<file path="config.mk">
export PLATFORM = sky130hd
export DESIGN_NAME = rv_dec_stage
export DESIGN_NICKNAME = d
export VERILOG_FILES = /design/src/rtl/rv_dec_pkg.sv /design/src/rtl/rv_dec_comb.sv /design/src/rtl/rv_dec_stage.sv
export SDC_FILE = /design/constraint.sdc
export NUM_CORES = 1
export LEC_CHECK = 0
export BUFFER_PORTS_ARGS = -buffer_cell sky130_fd_sc_hd__buf_2
export CAP_MARGIN = 20
export CORE_UTILIZATION = 35
export CTS_CLUSTER_SIZE = 10
export DETAILED_ROUTE_END_ITERATION = 6
export PLACE_DENSITY = 0.55
export SLEW_MARGIN = 20
export SYNTH_ARGS = -nofsm -noshare
export SYNTH_HDL_FRONTEND = slang
export SYNTH_SLANG_ARGS = --single-unit
</file>
<file path="constraint.sdc">
create_clock -name clk -period 8.22 [get_ports clk]
set_clock_uncertainty 0.05 [all_clocks]
set_input_delay 0.822 -clock clk [delete_from_list [all_inputs] [get_ports clk]]
set_output_delay 0.822 -clock clk [all_outputs]
set_load 0.005 [all_outputs]
</file>
<file path="src/rtl/rv_dec_pkg.sv">
// rtl/rv_dec_pkg.sv - shared types, opcode constants and immediate-format helper for the RISC-V decode stage
package rv_dec_pkg;

    localparam int XLEN_MAX = 64;

    localparam logic [6:0] OPCODE_LUI    = 7'b0110111;
    localparam logic [6:0] OPCODE_AUIPC  = 7'b0010111;
    localparam logic [6:0] OPCODE_JAL    = 7'b1101111;
    localparam logic [6:0] OPCODE_JALR   = 7'b1100111;
    localparam logic [6:0] OPCODE_BRANCH = 7'b1100011;
    localparam logic [6:0] OPCODE_LOAD   = 7'b0000011;
    localparam logic [6:0] OPCODE_STORE  = 7'b0100011;
    localparam logic [6:0] OPCODE_ALUI   = 7'b0010011;
    localparam logic [6:0] OPCODE_ALU    = 7'b0110011;
    localparam logic [6:0] OPCODE_MEM    = 7'b0001111;
    localparam logic [6:0] OPCODE_SYSTEM = 7'b1110011;
    localparam logic [6:0] OPCODE_ALUIW  = 7'b0011011;
    localparam logic [6:0] OPCODE_ALUW   = 7'b0111011;

    typedef enum logic [12:0] {
        OPC_NONE   = 13'h0000,
        OPC_LUI    = 13'h0001,
        OPC_AUIPC  = 13'h0002,
        OPC_JAL    = 13'h0004,
        OPC_JALR   = 13'h0008,
        OPC_BRANCH = 13'h0010,
        OPC_LOAD   = 13'h0020,
        OPC_STORE  = 13'h0040,
        OPC_ALUI   = 13'h0080,
        OPC_ALU    = 13'h0100,
        OPC_MEM    = 13'h0200,
        OPC_SYSTEM = 13'h0400,
        OPC_ALUIW  = 13'h0800,
        OPC_ALUW   = 13'h1000
    } opc_t;

    typedef enum logic [2:0] {
        FMT_R,
        FMT_I,
        FMT_S,
        FMT_B,
        FMT_U,
        FMT_J
    } imm_fmt_t;

    // imm is held at the widest XLEN already sign-extended; narrower stages keep the low bits
    typedef struct packed {
        opc_t                  opc;
        logic [4:0]            rd;
        logic [4:0]            rs1;
        logic [4:0]            rs2;
        logic                  rd_en;
        logic                  rs1_en;
        logic                  rs2_en;
        logic [2:0]            funct3;
        logic [6:0]            funct7;
        logic [XLEN_MAX-1:0]   imm;
        logic                  ill;
    } dec_bundle_t;

    function automatic imm_fmt_t imm_fmt_of(input opc_t opc);
        case (opc)
            OPC_JALR, OPC_LOAD, OPC_ALUI, OPC_ALUIW, OPC_SYSTEM: return FMT_I;
            OPC_STORE:                                          return FMT_S;
            OPC_BRANCH:                                         return FMT_B;
            OPC_LUI, OPC_AUIPC:                                 return FMT_U;
            OPC_JAL:                                            return FMT_J;
            default:                                            return FMT_R;
        endcase
    endfunction

endpackage

</file>
<file path="src/rtl/rv_dec_comb.sv">
// rtl/rv_dec_comb.sv - combinational instruction decoder; RV_DEC_STRICT_CHK_EN adds funct-field legality checks
module rv_dec_comb
    import rv_dec_pkg::*;
#(
    parameter int XLEN = 32
) (
    input  logic [31:0]  ir,
    output dec_bundle_t  dec
);

    opc_t                opc;
    logic [XLEN_MAX-1:0] imm;
    logic                strict_ill;
    logic                writes_rd;
    logic [2:0]          f3;
    logic [6:0]          f7;

    assign f3 = ir[14:12];
    assign f7 = ir[31:25];

    always_comb begin
        case (ir[6:0])
            OPCODE_LUI:    opc = OPC_LUI;
            OPCODE_AUIPC:  opc = OPC_AUIPC;
            OPCODE_JAL:    opc = OPC_JAL;
            OPCODE_JALR:   opc = OPC_JALR;
            OPCODE_BRANCH: opc = OPC_BRANCH;
            OPCODE_LOAD:   opc = OPC_LOAD;
            OPCODE_STORE:  opc = OPC_STORE;
            OPCODE_ALUI:   opc = OPC_ALUI;
            OPCODE_ALU:    opc = OPC_ALU;
            OPCODE_MEM:    opc = OPC_MEM;
            OPCODE_SYSTEM: opc = OPC_SYSTEM;
            OPCODE_ALUIW:  opc = OPC_ALUIW;
            OPCODE_ALUW:   opc = OPC_ALUW;
            default:       opc = OPC_NONE;
        endcase
    end

    always_comb begin
        case (imm_fmt_of(opc))
            FMT_I:   imm = {{52{ir[31]}}, ir[31:20]};
            FMT_S:   imm = {{52{ir[31]}}, ir[31:25], ir[11:7]};
            FMT_B:   imm = {{51{ir[31]}}, ir[31], ir[7], ir[30:25], ir[11:8], 1'b0};
            FMT_U:   imm = {{32{ir[31]}}, ir[31:12], 12'h000};
            FMT_J:   imm = {{43{ir[31]}}, ir[31], ir[19:12], ir[20], ir[30:21], 1'b0};
            default: imm = '0;
        endcase
    end

`ifdef RV_DEC_STRICT_CHK_EN
    // RV64 shift amounts are 6 bits wide, so only imm[11:6] must be clean there
    always_comb begin
        strict_ill = 1'b0;
        case (opc)
            OPC_ALU, OPC_ALUW:
                strict_ill = !(f7 == 7'h00 || f7 == 7'h20) ||
                             (f7 == 7'h20 && !(f3 == 3'b000 || f3 == 3'b101));
            OPC_ALUI:
                if (f3 == 3'b001)
                    strict_ill = (XLEN == 32) ? (ir[31:25] != 7'h00) : (ir[31:26] != 6'h00);
                else if (f3 == 3'b101)
                    strict_ill = (XLEN == 32) ? !(ir[31:25] == 7'h00 || ir[31:25] == 7'h20)
                                              : !(ir[31:26] == 6'h00 || ir[31:26] == 6'h10);
            OPC_LOAD:
                strict_ill = (f3 == 3'b111) || ((XLEN == 32) && (f3 == 3'b011 || f3 == 3'b110));
            OPC_STORE:
                strict_ill = (XLEN == 32) ? (f3 > 3'b010) : (f3 > 3'b011);
            OPC_BRANCH:
                strict_ill = (f3 == 3'b010) || (f3 == 3'b011);
            OPC_JALR:
                strict_ill = (f3 != 3'b000);
            default:
                strict_ill = 1'b0;
        endcase
    end
`else
    assign strict_ill = 1'b0;
`endif

    assign writes_rd = opc inside {OPC_LUI, OPC_AUIPC, OPC_JAL, OPC_JALR, OPC_LOAD,
                                   OPC_ALUI, OPC_ALU, OPC_SYSTEM, OPC_ALUIW, OPC_ALUW};

    always_comb begin
        dec        = '0;
        dec.opc    = opc;
        dec.rd     = ir[11:7];
        dec.rs1    = ir[19:15];
        dec.rs2    = ir[24:20];
        dec.funct3 = f3;
        dec.funct7 = f7;
        dec.imm    = imm;
        dec.rd_en  = writes_rd && (ir[11:7] != 5'd0);
        dec.rs1_en = !(opc inside {OPC_LUI, OPC_AUIPC, OPC_JAL});
        dec.rs2_en = opc inside {OPC_BRANCH, OPC_STORE, OPC_ALU, OPC_ALUW};
        dec.ill    = (ir[1:0] != 2'b11) || (opc == OPC_NONE) ||
                     ((opc == OPC_ALUIW || opc == OPC_ALUW) && (XLEN == 32)) || strict_ill;
    end

endmodule

</file>
<file path="src/rtl/rv_dec_stage.sv">
// rtl/rv_dec_stage.sv - registered decode stage with 2-entry skid buffer; optional RV_DEC_STRICT_CHK_EN in rv_dec_comb
module rv_dec_stage
    import rv_dec_pkg::*;
#(
    parameter int XLEN  = 32,
    parameter int DEPTH = 2
) (
    input  logic            clk,
    input  logic            rst,
    input  logic            flush,
    input  logic            in_vld,
    output logic            in_rdy,
    input  logic [31:0]     in_ir,
    input  logic [XLEN-1:0] in_pc,
    output logic            out_vld,
    input  logic            out_rdy,
    output logic [XLEN-1:0] out_pc,
    output opc_t            out_opc,
    output logic [4:0]      out_rd,
    output logic [4:0]      out_rs1,
    output logic [4:0]      out_rs2,
    output logic            out_rd_en,
    output logic            out_rs1_en,
    output logic            out_rs2_en,
    output logic [2:0]      out_funct3,
    output logic [6:0]      out_funct7,
    output logic [XLEN-1:0] out_imm,
    output logic            out_ill
);

    if (DEPTH != 2) begin : g_bad_depth
        $error("rv_dec_stage: DEPTH must be 2");
    end
    if (XLEN != 32 && XLEN != 64) begin : g_bad_xlen
        $error("rv_dec_stage: XLEN must be 32 or 64");
    end

    dec_bundle_t     dec;
    dec_bundle_t     ent_q [DEPTH];
    logic [XLEN-1:0] pc_q  [DEPTH];
    logic [1:0]      count;
    logic            wr_ptr;
    logic            rd_ptr;
    logic            push;
    logic            pop;

    rv_dec_comb #(.XLEN(XLEN)) u_dec (
        .ir  (in_ir),
        .dec (dec)
    );

    // ready depends only on the occupancy register, never on out_rdy
    assign in_rdy  = (count != 2'd2);
    assign out_vld = (count != 2'd0);
    assign push    = in_vld && in_rdy;
    assign pop     = out_vld && out_rdy;

    always_ff @(posedge clk or posedge rst) begin
        if (rst) begin
            count  <= 2'd0;
            wr_ptr <= 1'b0;
            rd_ptr <= 1'b0;
            for (int i = 0; i < DEPTH; i++) begin
                ent_q[i] <= '0;
                pc_q[i]  <= '0;
            end
        end else if (flush) begin
            count  <= 2'd0;
            wr_ptr <= 1'b0;
            rd_ptr <= 1'b0;
        end else begin
            if (push) begin
                ent_q[wr_ptr] <= dec;
                pc_q[wr_ptr]  <= in_pc;
                wr_ptr        <= ~wr_ptr;
            end
            if (pop) begin
                rd_ptr <= ~rd_ptr;
            end
            case ({push, pop})
                2'b10:   count <= count + 2'd1;
                2'b01:   count <= count - 2'd1;
                default: count <= count;
            endcase
        end
    end

    assign out_pc     = pc_q[rd_ptr];
    assign out_opc    = ent_q[rd_ptr].opc;
    assign out_rd     = ent_q[rd_ptr].rd;
    assign out_rs1    = ent_q[rd_ptr].rs1;
    assign out_rs2    = ent_q[rd_ptr].rs2;
    assign out_rd_en  = ent_q[rd_ptr].rd_en;
    assign out_rs1_en = ent_q[rd_ptr].rs1_en;
    assign out_rs2_en = ent_q[rd_ptr].rs2_en;
    assign out_funct3 = ent_q[rd_ptr].funct3;
    assign out_funct7 = ent_q[rd_ptr].funct7;
    assign out_imm    = XLEN'(ent_q[rd_ptr].imm);
    assign out_ill    = ent_q[rd_ptr].ill;

endmodule

</file>
==> impl_metrics.csv, run 1 <==
group,metric,value,unit
worst_setup_path,required,7350,ps
final_layout,final_cells,1584,
synth,synth_seq_cells,216,
sta,period_share,45.9,%
worst_setup_path,cpPeakStageDelay,1060,ps
sta,fin_crit,3770,ps
final_layout,n_antenna_cell,0,
grt,grt-busiest-layer,"met2",
final_layout,layout.cells.most_common_list,"nand2_1 (439), dfrtp_1 (215), buf_2 (176), mux2_2 (109), nor2_1 (56)",
sta,clock.fmax,0.265,GHz
synth,synthArstFlopShare,100,%
die,die_area,0.0289,mm2
clock_tree,cts_tree,"built",
clock_tree,cts_root_buffer,"clkbuf_16",
worst_setup_path,worstPathArrival,2900,ps
sta,worstMarginPinSlew,1040,ps
grt,grt_max_degree,101,
clock_tree,cts_buffers,26,
routing,num_vias,7638,
sta,rsz0062_at_grt,"false",
place,gp_congestion,0.791,
grt,grt_use_met1,26.2,%
place,hpwl,15900,um
power,power_leakage,6.03,nW
power,pwr-share-clk,35.6,%
clock_tree,clkTransAtPathRegs,60,ps
clock_tree,clk_path_buf_depth,3,
clock_tree,postCtsResizedCells,0,
grt,grt_pass1_vias,7588,
routing,wl_per_cell,16.5,um
synth,synth_edf_count,0,
final_layout,drive_gt1_share,27.9,%
power,combPwrFrac,17.9,%
clock_tree,clock_latency,530,ps
die,start_util,35.5,%
sta,tns,0,ps
grt,antenna_found_initial,0,
grt,grt_use_met3,3.14,%
sta,max-slew-margin-rel,30.6,%
synth,ys_seq_area_share,54.8,%
clock_tree,cts_sinks,216,
outcome,status,"finished clean",
synth,yosys_warnings,0,
place,placed_cells,1549,
die,io_pins,177,
die,die_height,170,um
synth,synth.net_count,1124,
synth,yosysUniqueCellTypes,44,
place,dp_slack,4830,ps
die,rows,61,
routing,wl,26100,um
synth,netlist_instances,1055,
worst_setup_path,cp-end-kind,"output port",
power,switching_share,27.2,%
synth,syn_area,0.00986,mm2
grt,grtUsageTotal,18.3,%
worst_setup_path,slowest_stage,"dfrtp_4",
flow_run,cap_violations,0,
clock_tree,post_cts_buffers,0,
routing,drtAntennaViolNets,0,
power,ir_drop,136,uV
worst_setup_path,path_max_fanout,63,
sta,finalMaxSlewViolations,0,
clock_tree,cts_max_level,1,
sta,final-hold-violation-count,0,
grt,overflow,0,
final_layout,fin_nets,1268,
power,switchingPower,0.798,mW
routing,drc,0,
final_layout,layout_commonest_cell,"nand2_1",
power,power_frac_seq,46.5,%
sta,fin_ws,4450,ps
sta,setup_viol_count_final,0,
routing,vias_per_cell,4.82,
power,p_int,2.13,mW
die,core,0.0278,mm2
synth,avgSynthCellArea,9.35,um2
die,dieWidth,170,um
final_layout,utilization,42.3,%
synth,ys.flop_type,"dfrtp_1",
power,power,2.93,mW
place,io_buffers,176,
clock_tree,cts_hold_buf,0,
final_layout,syn_to_final_growth,19.3,%
worst_setup_path,crit_chain,"buf_4 > mux2_2 > buf_2",
grt,met2_usage,28.9,%
power,power_density,249,mW/mm2
worst_setup_path,start_kind,"flip-flop",
routing,dr.pass1.iters,6,
routing,drt_iter0_drc,551,
grt,grt_pass1_wl,41600,um
worst_setup_path,path_class,"flip-flop to output port",
hold_path,worstHoldPathType,"input port to async pin",
worst max-delay path, delay by kind of cell (launching register included):
kind | cells | cell delay, ps
muxes | 1 | 430
DFF | 1 | 1060
buffers and inverters | 2 | 820
cells by family (layout without fill, tap and decap cells):
family          after synthesis  after routing  synth area share, %
compound gates              120            120                 7.83
buf+inv                      77            228                 3.43
xor+xnor                      3              3                0.266
flops                       216            216                 54.8
mux                         109            109                 12.4
simple gates                530            530                 21.2
synth_stat cells, types with 2 or more instances:
cell / instances / area, um2
o221ai_1: 12 / 105
buf_4: 2 / 15.0
clkbuf_1: 28 / 105
a31oi_1: 10 / 62.6
o31ai_1: 5 / 37.5
a22oi_1: 2 / 15.0
nand2_1: 439 / 1650
o22ai_1: 3 / 18.8
nor2_1: 57 / 214
or3_1: 3 / 18.8
a21oi_1: 27 / 135
nand3_1: 7 / 35.0
buf_2: 33 / 165
a211o_1: 12 / 105
xor2_1: 2 / 17.5
buf_1: 6 / 22.5
and2_1: 2 / 12.5
nor4b_1: 2 / 17.5
or4_1: 2 / 15.0
nand4_1: 2 / 12.5
a211oi_1: 2 / 15.0
nand2b_1: 3 / 18.8
and3_1: 4 / 25.0
dfrtp_1: 216 / 5410
a22o_1: 5 / 43.8
o22a_1: 3 / 26.3
o21ai_0: 35 / 175
mux2_2: 109 / 1230
inv_1: 7 / 26.3
metal layers:
layer	vias up	wire, um	share of wire, %
met5	-	0	0
met4	0	355	1.4
met3	28	1280	4.9
met2	170	11700	45
met1	3691	12700	49
li1	3749	-	-
worst paths after layout:
path                                          to             startpoint  slack (ps)  depth (start not counted)
setup / recovery                      out_imm[6]     rd_ptr$_DFFE_PP0P_        4450                          3
hold / removal               pc_q[0]$_DFFE_PP0P_                    rst         370                          2
setup reg to reg           ent_q[23]$_DFFE_PP0P_   count[1]$_DFFE_PP0P_        5390                          7
hold reg to reg            ent_q[84]$_DFFE_PP0P_  ent_q[84]$_DFFE_PP0P_         410                          2
max in group asynchronous   pc_q[27]$_DFFE_PP0P_                    rst        6400                          3
min in group clk           ent_q[84]$_DFFE_PP0P_  ent_q[84]$_DFFE_PP0P_         410                          2
registers in the layout (all words and copies together) (netlist names):
signal	count
ent_q	148
pc_q	64
count	2
rd_ptr	1
wr_ptr	1
area by class of cell:
cell class	count	area [um2]
fill	2850	16000
inverter	8	37.5
sequential	216	5410
clock buffer	34	752
timing repair buffer	185	948
tap	378	473
multi-input combinational	762	4140
clock inverter	1	5.00
through the flow:
stage	hold WS [ps]	instance area (um2)
2_1_floorplan	390	9860
3_3_place_gp	402	11000
3_5_place_dp	406	11000
4_1_cts	391	11800
5_1_grt	409	11800
6_report	370	11800
power by group through the flow:
stage	clock, mW	combinational, mW	sequential (mW)
after detailed placement	0	0.534	1.38
after floorplan	0	0.357	1.34
after global routing	1.12	0.601	1.39
final	1.04	0.526	1.36
after CTS	1.08	0.538	1.36
after global placement	0	0.526	1.38
No activity file was read; power rests on OpenSTA's default activity.
==> inputs of run 2 (changes only) <==
Settings changed: ABC_AREA set to 1.
Clock period 8.22 ns to 3.8 ns, I/O delays scaled along.
==> run 2 against run 1 <==
  * The flow now finishes with violations (design-rule violations)
  * Worst setup slack worse by 3500 ps
  * Clock power is 110% higher
  * Die area is 3.6% higher
  * Largest cell class unchanged
  * Flip-flop and latch count stayed put
  * Worst hold slack worse by 300 ps
  * Area after synthesis is 3.6% higher
  * Synthesized cell count is 33% higher
  * Critical path type unchanged
  * Highest routed layer is now met5
  * Via count is 20% higher
==> impl_metrics.csv, run 2 <==
group,metric,value,unit
die,die_height,173,um
place,placed_cells,1893,
grt,antenna_found_initial,5,
grt,grtUsageTotal,20.2,%
sta,final-hold-violation-count,0,
hold_path,worstHoldPathType,"input port to flip-flop",
synth,synth_edf_count,0,
routing,wl_per_cell,15.6,um
synth,ys_seq_area_share,52.9,%
power,power_leakage,7.03,nW
final_layout,layout.cells.most_common_list,"nand2_1 (760), dfrtp_1 (215), buf_2 (176), o21ai_0 (141), inv_1 (81)",
hold_path,hold_start,"in_pc[14]",
routing,wl,30000,um
routing,vias_per_cell,4.73,
flow_run,cap_violations,0,
sta,worstMarginPinSlew,764,ps
worst_setup_path,reg2reg_from,"rd_ptr$_DFFE_PP0P_",
clock_tree,clk_path_buf_depth,3,
routing,dr.pass1.iters,7,
sta,setup_viol_count_final,0,
grt,overflow,0,
sta,finalMaxSlewViolations,0,
power,ir_drop,303,uV
die,start_util,35.6,%
final_layout,largestRegisters,"ent_q x148, pc_q x64, count x2",
die,dieWidth,173,um
sta,tns,0,ps
clock_tree,cts_sinks,216,
final_layout,layout_commonest_cell,"nand2_1",
worst_setup_path,worstPathArrival,2430,ps
place,hpwl,19300,um
die,core,0.0287,mm2
final_layout,regMostFlops,"ent_q",
worst_setup_path,start_kind,"flip-flop",
synth,ys_top_cells_by_count,"nand2_1 (760), dfrtp_1 (216), o21ai_0 (141), inv_1 (82), clkbuf_1 (60)",
worst_setup_path,path_class,"flip-flop to output port",
worst_setup_path,cp-end-kind,"output port",
die,rows,62,
clock_tree,clkTransAtPathRegs,60,ps
synth,netlist_instances,1399,
worst_setup_path,path_max_fanout,58,
sta,clock.fmax,0.349,GHz
power,power_density,520,mW/mm2
outcome,violations,"design-rule violations",
synth,ys.flop_type,"dfrtp_1",
synth,avgSynthCellArea,7.30,um2
synth,yosys.area.top_type_share,52.9,%
sta,max-slew-margin-rel,49.1,%
routing,drc,2,
die,io_pins,177,
final_layout,multi_input_area,0.00415,mm2
final_layout,fillCellCount,3024,
synth,synth_top_area_cell,"dfrtp_1",
worst_setup_path,critical_path.startpoint,"rd_ptr$_DFFE_PP0P_",
final_layout,largest_reg_flops,148,
clock_tree,clock_latency,520,ps
routing,num_vias,9132,
synth,yosysUniqueCellTypes,24,
clock_tree,cts_buffers,26,
synth,synth_most_common_cell,"nand2_1",
place,gp_congestion,0.882,
synth,syn_area,0.0102,mm2
clock_tree,cts_root_buffer,"clkbuf_16",
grt,grt_pass1_vias,8585,
synth,synth_seq_cells,216,
grt,grt_max_degree,108,
clock_tree,cts_max_level,1,
synth,synthTopCellsByArea,"dfrtp_1 (53%), nand2_1 (28%), o21ai_0 (6.9%), inv_1 (3.0%), clkbuf_1 (2.2%)",
final_layout,regArea,0.00541,mm2
final_layout,final_cells,1932,
synth,synth.net_count,1468,
sta,fin_crit,2860,ps
grt,grt_pass1_wl,48400,um
final_layout,syn_to_final_growth,19.1,%
worst_setup_path,required,3370,ps
sta,rsz0062_at_grt,"false",
clock_tree,postCtsResizedCells,0,
die,die_area,0.0299,mm2
synth,yosys_warnings,0,
routing,drtAntennaViolNets,0,
final_layout,drive_gt1_share,15.7,%
outcome,status,"finished, violations left",
sta,period_share,75.3,%
clock_tree,cts_tree,"built",
routing,drt_iter0_drc,715,
place,io_buffers,176,
final_layout,fin_nets,1607,
synth,synthArstFlopShare,100,%
==> run 2: changes by cell type after synthesis, sizes merged, moves of 12 or more <==
cell	delta
a211o	-12
a21oi	-12
buf	-21
clkbuf	+32
inv	+81
mux2	-109
nand2	+325
nand3	+23
nor2	-23
o21ai	+120
o221ai	-12
==> run 2: what timing repair did <==
action	in CTS	in global routing
hold buffers	1	0
endpoints found under the hold margin	26	0
buffers inserted	0	0
==> run 2: final timing paths <==
path	to	slack [ps]	cells after the start
worst min-delay path	pc_q[14]$_DFFE_PP0P_	70	3
worst max-delay path	out_rs1[3]	940	5
worst min register to register	ent_q[100]$_DFFE_PP0P_	430	2
min in group asynchronous	pc_q[60]$_DFFE_PP0P_	470	3
worst max register to register	rd_ptr$_DFFE_PP0P_	1820	4
max in group asynchronous	ent_q[124]$_DFFE_PP0P_	2260	4
==> run 2: worst max-delay path, stage by stage (launching register included) <==
cell	delay [ps]
dfrtp_4	750
clkinv_2	120
buf_4	560
nand2_1	110
nand2_1	150
buf_2	130
==> run 2: final cells by class <==
type / instances / share of cell area [%]
Sequential cell: 216 / 44.5
Multi-Input combinational cell: 1013 / 34.1
Timing Repair Buffer: 191 / 8.60
Clock buffer: 34 / 5.93
Tap cell: 384 / 3.95
Inverter: 90 / 2.84
Clock inverter: 2 / 0.0823
Antenna cell: 2 / 0.0411
==> run 2: kinds of logic after synthesis <==
group,Yosys count,synth area share [%]
buffers and inverters,170,6.62
DFF,216,52.9
AOI/OAI and AO/OA,177,8.90
and+or+nand+nor,836,31.6
==> run 2: power breakdown <==
| group | leakage (nW) | switching [mW] | internal (mW) |
|---|---|---|---|
| sequential | 2.82 | 0.233 | 2.71 |
| combinational | 3.85 | 0.717 | 0.446 |
| clock | 0.361 | 0.922 | 1.30 |
==> run 2: per-stage QoR <==
step / total power [mW] / setup WS [ps] / utilization (%) / hold slack (ps) / area (um2)
floorplan: 3.64 / 558 / - / 392 / 10200
detailed placement: 4.16 / 1390 / 39.8 / 414 / 11400
finish: 6.33 / 938 / 42.4 / 66.7 / 12200
CTS: 6.42 / 908 / 42.4 / 44.6 / 12200
global placement: 4.13 / 1450 / 39.8 / 406 / 11400
global route: 6.73 / 771 / 42.4 / 68.0 / 12200
==> run 2: per-layer routing <==
layer	share of wire, %	GRT usage (%)	up-vias	wire length (um)
li1	-	-	4557	-
met1	48	29.4	4241	14400
met2	43	30.4	276	13100
met3	6.8	4.64	52	2030
met4	1.9	4.94	6	569
met5	0.097	0	-	29
==> inputs of run 3 (changes only) <==
Clock period 3.8 ns to 3 ns, I/O delays scaled along.
==> run 3 against run 2 <==
  * The run now ends clean
  * Highest routed layer unchanged
  * First-iteration DRC count decreased by 9.4%
  * Die area stayed put
  * Critical endpoint is now out_ill
  * Count of clock-buffer cells in the layout up 1
  * Critical path type unchanged
  * Routed wire length is 1.1% lower
  * Flip-flop and latch count stayed put
==> impl_metrics.csv, run 3 (synthesis gave the netlist of run 2 again) <==
group,metric,value,unit
outcome,status,"finished clean",
power,switching_share,29.6,%
power,pwr-share-clk,34.7,%
clock_tree,cts_max_level,1,
final_layout,largestRegisters,"ent_q x148, pc_q x64, count x2",
worst_setup_path,path_class,"flip-flop to output port",
die,die_height,173,um
die,start_util,35.6,%
power,power_density,642,mW/mm2
worst_setup_path,crit_top_cell,"nand2_1",
die,dieWidth,173,um
place,io_buffers,176,
hold_path,worstHoldPathType,"input port to flip-flop",
power,switchingPower,2.38,mW
routing,dr.pass1.iters,5,
clock_tree,cts_sinks,216,
sta,setup_viol_count_final,0,
sta,clock.fmax,0.400,GHz
power,power_leakage,7.17,nW
flow_run,cap_violations,0,
worst_setup_path,cp.buffers_inverters,3,
final_layout,fillCellCount,3004,
clock_tree,clock_latency,530,ps
routing,drt_iter0_drc,648,
grt,overflow,0,
grt,antenna_found_initial,1,
clock_tree,clk_path_buf_depth,3,
routing,drc,0,
worst_setup_path,required,2650,ps
routing,num_vias,9251,
power,power,8.02,mW
final_layout,syn_to_final_growth,22.3,%
final_layout,layout.cells.most_common_list,"nand2_1 (760), dfrtp_1 (215), buf_2 (176), o21ai_0 (141), inv_1 (81)",
die,die_area,0.0299,mm2
place,hpwl,19100,um
final_layout,regMostFlops,"ent_q",
place,gp_congestion,0.800,
power,p_int,5.65,mW
worst_setup_path,cp_top_family,"buffers and inverters",
die,io_pins,177,
grt,grt_pass1_wl,47900,um
clock_tree,cts_tree,"built",
power,power_frac_seq,46.0,%
routing,vias_per_cell,4.72,
worst_setup_path,cpPeakStageDelay,490,ps
final_layout,final_cells,1962,
sta,rsz0062_at_grt,"false",
die,core,0.0287,mm2
clock_tree,clkTransAtPathRegs,50,ps
final_layout,regArea,0.00541,mm2
final_layout,largest_reg_flops,148,
final_layout,fin_nets,1638,
final_layout,layout_commonest_cell,"nand2_1",
place,placed_cells,1895,
grt,grt_pass1_vias,8724,
sta,finalMaxSlewViolations,0,
grt,grt_max_degree,111,
die,rows,62,
worst_setup_path,slowest_stage,"dfrtp_4",
worst_setup_path,path_max_fanout,68,
final_layout,multi_input_area,0.00415,mm2
sta,period_share,83.4,%
routing,wl,29700,um
clock_tree,cts_hold_buf,30,
sta,max-slew-margin-rel,61.3,%
final_layout,drive_gt1_share,15.4,%
clock_tree,post_cts_buffers,0,
power,ir_drop,371,uV
routing,drtAntennaViolNets,0,
worst_setup_path,rrSetupSlack,1030,ps
sta,final-hold-violation-count,0,
final_layout,n_antenna_cell,0,
sta,worstMarginPinSlew,581,ps
worst_setup_path,crit_chain,"clkinv_2 > buf_12 > nand2_1 > nand2_1 > buf_2",
worst_setup_path,worstPathArrival,2150,ps
grt,grtUsageTotal,19.9,%
clock_tree,cts_root_buffer,"clkbuf_16",
worst_setup_path,start_kind,"flip-flop",
power,combPwrFrac,19.3,%
routing,wl_per_cell,15.2,um
clock_tree,cts_buffers,26,
sta,fin_crit,2500,ps
worst_setup_path,cp-end-kind,"output port",
clock_tree,postCtsResizedCells,0,
[run 3: cell count changes in the layout (fill, tap and decap cells not counted), sizes merged]
| cell | before | now |
|---|---|---|
| diode | 2 | 0 |
| dlygate4sd3 | 1 | 30 |
| buf | 190 | 192 |
| clkbuf | 34 | 35 |
[run 3: power by group through the flow]
stage | Combinational, mW | Sequential (mW) | Clock, mW
2_1_floorplan | 0.930 | 3.68 | 0
3_3_place_gp | 1.53 | 3.73 | 0
3_5_place_dp | 1.55 | 3.73 | 0
4_1_cts | 1.58 | 3.69 | 2.87
5_1_grt | 1.78 | 3.76 | 2.99
6_report | 1.55 | 3.69 | 2.78
[run 3: metal layers]
layer	track usage, %	vias to the layer above	part of all wire (%)	wire length [um]
met5	0	-	0.027	8
met1	29.5	4309	49	14500
met3	2.86	42	5.8	1730
met2	30.7	270	44	13000
li1	-	4628	-	-
met4	4.68	2	1.8	546
[run 3: stage by stage]
| step | setup TNS, ps | worst slack [ps] | hold WS (ps) | util [%] | instance area (um2) |
|---|---|---|---|---|---|
| after floorplan | -35020 | -162 | 392 | - | 10200 |
| after global routing | 0 | 392 | 9.20 | 43.5 | 12500 |
| after CTS | 0 | 479 | 3.11 | 43.5 | 12500 |
| after global placement | 0 | 849 | 293 | 40.0 | 11500 |
| after detailed placement | 0 | 805 | 291 | 40.0 | 11500 |
| final | 0 | 498 | 13.1 | 43.5 | 12500 |
[run 3: final timing paths]
| path | to | startpoint | cells after the start |
|---|---|---|---|
| hold reg to reg | ent_q[14]$_DFFE_PP0P_ | ent_q[14]$_DFFE_PP0P_ | 2 |
| min in group asynchronous | pc_q[54]$_DFFE_PP0P_ | rst | 3 |
| setup reg to reg | ent_q[204]$_DFFE_PP0P_ | count[0]$_DFFE_PP0P_ | 9 |
| hold / removal | pc_q[34]$_DFFE_PP0P_ | in_pc[2] | 3 |
| setup / recovery | out_ill | rd_ptr$_DFFE_PP0P_ | 5 |
| max in group asynchronous | rd_ptr$_DFFE_PP0P_ | rst | 4 |
[run 3: worst min-delay path: cells and delay by family]
kind            cells  cell delay [ps]
buf+inv             2              160
compound gates      1               80
[run 3: final cells by class]
| class | instances | area share (%) |
|---|---|---|
| multi-input cells | 1013 | 33.2 |
| inverters | 90 | 2.76 |
| repair buffers | 222 | 11.1 |
| clock inverters | 2 | 0.170 |
| flip-flops and latches | 216 | 43.3 |
| well taps | 384 | 3.84 |
| clock buffers | 35 | 5.64 |
